[config.mk]
export PLATFORM = sky130hd
export DESIGN_NAME = seq_shifter
export DESIGN_NICKNAME = d
export VERILOG_FILES = /design/src/rtl/seq_shifter.sv
export SDC_FILE = /design/constraint.sdc
export NUM_CORES = 1
export LEC_CHECK = 0
export ABC_AREA = 1
export BUFFER_PORTS_ARGS = -buffer_cell sky130_fd_sc_hd__buf_2
export CORE_ASPECT_RATIO = 0.6
export CORE_MARGIN = 1
export CORE_UTILIZATION = 45
export CTS_CLUSTER_DIAMETER = 80
export DETAILED_ROUTE_END_ITERATION = 12
export MAX_ROUTING_LAYER = met4
export PLACE_DENSITY = 0.71
export RECOVER_POWER = 25
export SLEW_MARGIN = 10
export SYNTH_ARGS = -nofsm -noshare
export SYNTH_HDL_FRONTEND = slang
export SYNTH_SLANG_ARGS = --single-unit
export TNS_END_PERCENT = 5
[constraint.sdc]
create_clock -name CLK -period 1.4 [get_ports CLK]
set_input_delay 0.14 -clock CLK [delete_from_list [all_inputs] [get_ports CLK]]
set_output_delay 0.14 -clock CLK [all_outputs]
set_load 0.01 [all_outputs]
[src/rtl/seq_shifter.sv]
// seq_shifter: multi-cycle shift/rotate unit, one 1-bit step per clock; in: CLK RESET START F CI HSEL AMT, out: S CO BUSY DONE
module seq_shifter #(
  parameter int WIDTH = 8,
  parameter int AMTW  = 4
) (
  input  logic             CLK,
  input  logic             RESET,
  input  logic             START,
  input  logic [WIDTH-1:0] F,
  input  logic             CI,
  input  logic [2:0]       HSEL,
  input  logic [AMTW-1:0]  AMT,
  output logic [WIDTH-1:0] S,
  output logic             CO,
  output logic             BUSY,
  output logic             DONE
);
  typedef enum logic {IDLE, RUN} state_t;
  state_t state_q;
  logic [WIDTH-1:0] s_q, s_d;
  logic co_q, co_d, busy_q, done_q, thru, multi, left, in_bit;
  logic [2:0] hsel_q;
  logic [AMTW-1:0] cnt_q;
  always_comb begin
    thru   = HSEL == 3'b100 || HSEL == 3'b111;
    multi  = AMT != '0 && HSEL != 3'b000 && HSEL != 3'b011;
    left   = hsel_q == 3'b001 || hsel_q == 3'b100 || hsel_q == 3'b101;
    in_bit = (hsel_q == 3'b100 || hsel_q == 3'b111) ? co_q :
             hsel_q == 3'b101 ? s_q[WIDTH-1] :
             hsel_q == 3'b110 ? s_q[0] : 1'b0;
    s_d    = left ? {s_q[WIDTH-2:0], in_bit} : {in_bit, s_q[WIDTH-1:1]};
    co_d   = left ? s_q[WIDTH-1] : s_q[0];
  end
  always_ff @(posedge CLK) begin
    if (RESET) begin
      state_q <= IDLE;
      s_q     <= '0;
      co_q    <= 1'b0;
      busy_q  <= 1'b0;
      done_q  <= 1'b0;
      cnt_q   <= '0;
      hsel_q  <= '0;
    end else if (state_q == IDLE) begin
      done_q <= 1'b0;
      if (START) begin
        hsel_q <= HSEL;
        if (multi) begin
          s_q     <= F;
          co_q    <= thru & CI;
          cnt_q   <= AMT;
          busy_q  <= 1'b1;
          state_q <= RUN;
        end else begin
          s_q    <= (HSEL == 3'b011 && AMT != '0) ? '0 : F;
          co_q   <= thru & CI;
          done_q <= 1'b1;
        end
      end
    end else begin
      s_q   <= s_d;
      co_q  <= co_d;
      cnt_q <= cnt_q - 1'b1;
      if (cnt_q == AMTW'(1)) begin
        busy_q  <= 1'b0;
        done_q  <= 1'b1;
        state_q <= IDLE;
      end
    end
  end
  assign S    = s_q;
  assign CO   = co_q;
  assign BUSY = busy_q;
  assign DONE = done_q;
endmodule

==> out/results.ini <==
[clock_network]
cts_max_path_buffers = 2
root_buffer = clkbuf_8
h-tree-depth = 1
cts_made_buffers = 3
path_clk_slew_ps = 70
post_cts_buffers = 0
cts_tree = built
cts_resized = 0
cts_sinks = 19
insertion_delay_ps = 260
cts_hold_buf = 0

[route]
wirelength_um = 2830
drtIter0Drc = 93
dr.pass1.iters = 4
wire_per_inst_um = 12.1
avgViaCountPerCell = 5.15
drc = 0
vias = 1206
ant_nets = 0

[cells_and_area]
drive_above_1_share_pct = 19.1
nets = 226
antenna_cells = 0
syn2layout_area_growth_pct = 18.4

[place]
place_hpwl_um = 2180
portBuffers = 29
pre_cts_slack_ps = 225
gp_congestion = 0.847

[logic_synthesis]
yosysMostFrequentCell = nand2_1
synth_edf_count = 0
synth_top_area_share_pct = 33.7
synthArstFlopShare_pct = 0
synth_top_area_cell = dfxtp_1
synth_compound_area_share_pct = 18.0
syn_area_mm2 = 0.00113
synthAdderAreaFrac_pct = 2.22
netlist_instances = 173
avgSynthCellArea_um2 = 6.52
synth_cell_types = 25
synth_commonest_cells = nand2_1 (39), nor2_1 (24), inv_1 (20)
synth-simple-area-share_pct = 33.6
synth_top_family_by_area = simple AND/OR/NAND/NOR gates
ys_top_cells_by_area = dfxtp_1 (34%), nand2_1 (13%), nor2_1 (8.0%)
synth_xor_area_share_pct = 0.776
ys.flop_type = dfxtp_1
synth-seq-cells = 19
syn-num-nets = 194
yosys_warnings = 0
yosysSeqAreaShare_pct = 33.7
synth.mux.area_fraction_pct = 0

[run_status]
status = complete, no violations

[global_routing]
antenna_found_initial = 0
track_usage_pct = 24.1
first_global_vias = 965
grt_max_degree = 17
overflow = 0
grt_pass1_wl_um = 4480

[power]
clkPwrFrac_pct = 27.6
p_leak_nw = 0.632
seq_power_share_pct = 45.4
switchingPower_mw = 0.461
peakVddDrop_v = 0.000527
p_int_mw = 0.935
p_comb_share_pct = 27.0
power_density_mw_per_mm2 = 1040
switching_share_pct = 33.0

[sta]
setup_viol_count_final = 0
finalCritPeriodShare_pct = 86.2
tightestPinTransition_ps = 329
fin_skew_ps = 5.13
slew_headroom_pct = 78.1
setup_ws_ps = 194
fin_setup_tns_ps = 0
report.final.hold_viol_count = 0
slew_violations = 0
rsz0062_at_grt = false
fmax_ghz = 0.829
final.min_clock_period_ps = 1210

[run]
max-cap-violations = 0

[die]
chipHeight_um = 40.8
core_mm2 = 0.00226
io_pins = 30
fp.dieW_um = 66.7
row_count = 13
dieArea_mm2 = 0.00272
start_util_pct = 49.9

[setup_path]
worstSetupEndpointType = flip-flop
critical_path.max_fanout = 10
critPathRequiredTime_ps = 1540
criticalPathCategory = reg2reg
start_kind = flip-flop
worst_ep_arrival_time_ps = 1340

[hold_path]
holdCritPathClass = in2reg

-- cell type report --
cell class	instances	area (um2)
clock buffer	4	45.0
tap	30	37.5
inverter	26	105
multi-input combinational	124	616
timing repair buffer	31	153
sequential	19	380
fill	229	925
-- metal layers --
layer,GRT usage (%),wire length [um],up-vias
met5,-,0,-
met4,3.72,10,0
met3,5.83,198,2
met2,36.1,1220,44
met1,33.4,1400,540
li1,-,-,620
-- state kept, by name, summed over array words and instances (netlist names) --
register / cells
BUSY: 1
CO: 1
DONE: 1
S: 8
cnt_q: 4
hsel_q: 3
state_q: 1
-- power by group through the flow --
| stage | Sequential (mW) | Combinational (mW) | Clock, mW |
|---|---|---|---|
| 6_report | 0.634 | 0.377 | 0.386 |
| 3_5_place_dp | 0.645 | 0.377 | 0 |
| 2_1_floorplan | 0.652 | 0.254 | 0 |
| 5_1_grt | 0.639 | 0.431 | 0.415 |
| 3_3_place_gp | 0.643 | 0.370 | 0 |
| 4_1_cts | 0.632 | 0.378 | 0.399 |
-- through the flow --
| step | instances | total power [mW] | hold WS (ps) | util [%] | area [um2] |
|---|---|---|---|---|---|
| after floorplan | 173 | 0.906 | 283 | - | 1130 |
| after global placement | 230 | 1.01 | 427 | 57.4 | 1300 |
| after detailed placement | 230 | 1.02 | 435 | 57.4 | 1300 |
| after CTS | 234 | 1.41 | 158 | 59.4 | 1340 |
| after global routing | 234 | 1.48 | 162 | 59.1 | 1340 |
| final | 234 | 1.40 | 161 | 59.1 | 1340 |
-- cells by family (layout without fill, tap and decap cells) --
logic type | Yosys count | in the layout
flip-flops | 19 | 19
buffers and inverters | 30 | 61
AO/OA/AOI/OAI | 37 | 37
AND/OR/NAND/NOR | 84 | 84
adder cells (fa/ha/maj) | 2 | 2
XOR/XNOR | 1 | 1
-- final timing paths --
check / cells past startpoint / slack, ps / endpoint / from
setup / recovery: 6 / 190 / S[3] / hsel_q[0]
hold / removal: 3 / 160 / hsel_q[2] / HSEL[2]
setup reg to reg: 6 / 190 / S[3] / hsel_q[0]
hold reg to reg: 2 / 480 / BUSY / BUSY
-- cell usage in the layout, fill, tap and decap left out --
cell	Yosys	layout
nand2_1	39	39
nor2_1	24	24
buf_2	1	23
inv_1	20	20
dfxtp_1	19	19
a21oi_1	17	17
nand3_1	16	16
o21ai_0	12	12
clkbuf_1	1	7
inv_2	4	4
o21ai_1	4	4
clkbuf_8	0	3
a22oi_1	2	2
ha_1	2	2
buf_4	1	2
nand4_2	1	1
inv_4	1	1
xnor2_1	1	1
nand2_8	1	1
o21ai_4	1	1
nand2_4	1	1
inv_6	1	1
nand4_1	1	1
a31oi_1	1	1
nor4_2	1	1
-- critical path, stage by stage (launching register included) --
cell and delay, ps:
dfxtp_1 350, o21ai_4 270, inv_1 160, nor2_1 120, nor2_1 50, nor2_1 100, nor2_1 40
No activity file was read; power rests on OpenSTA's default activity.
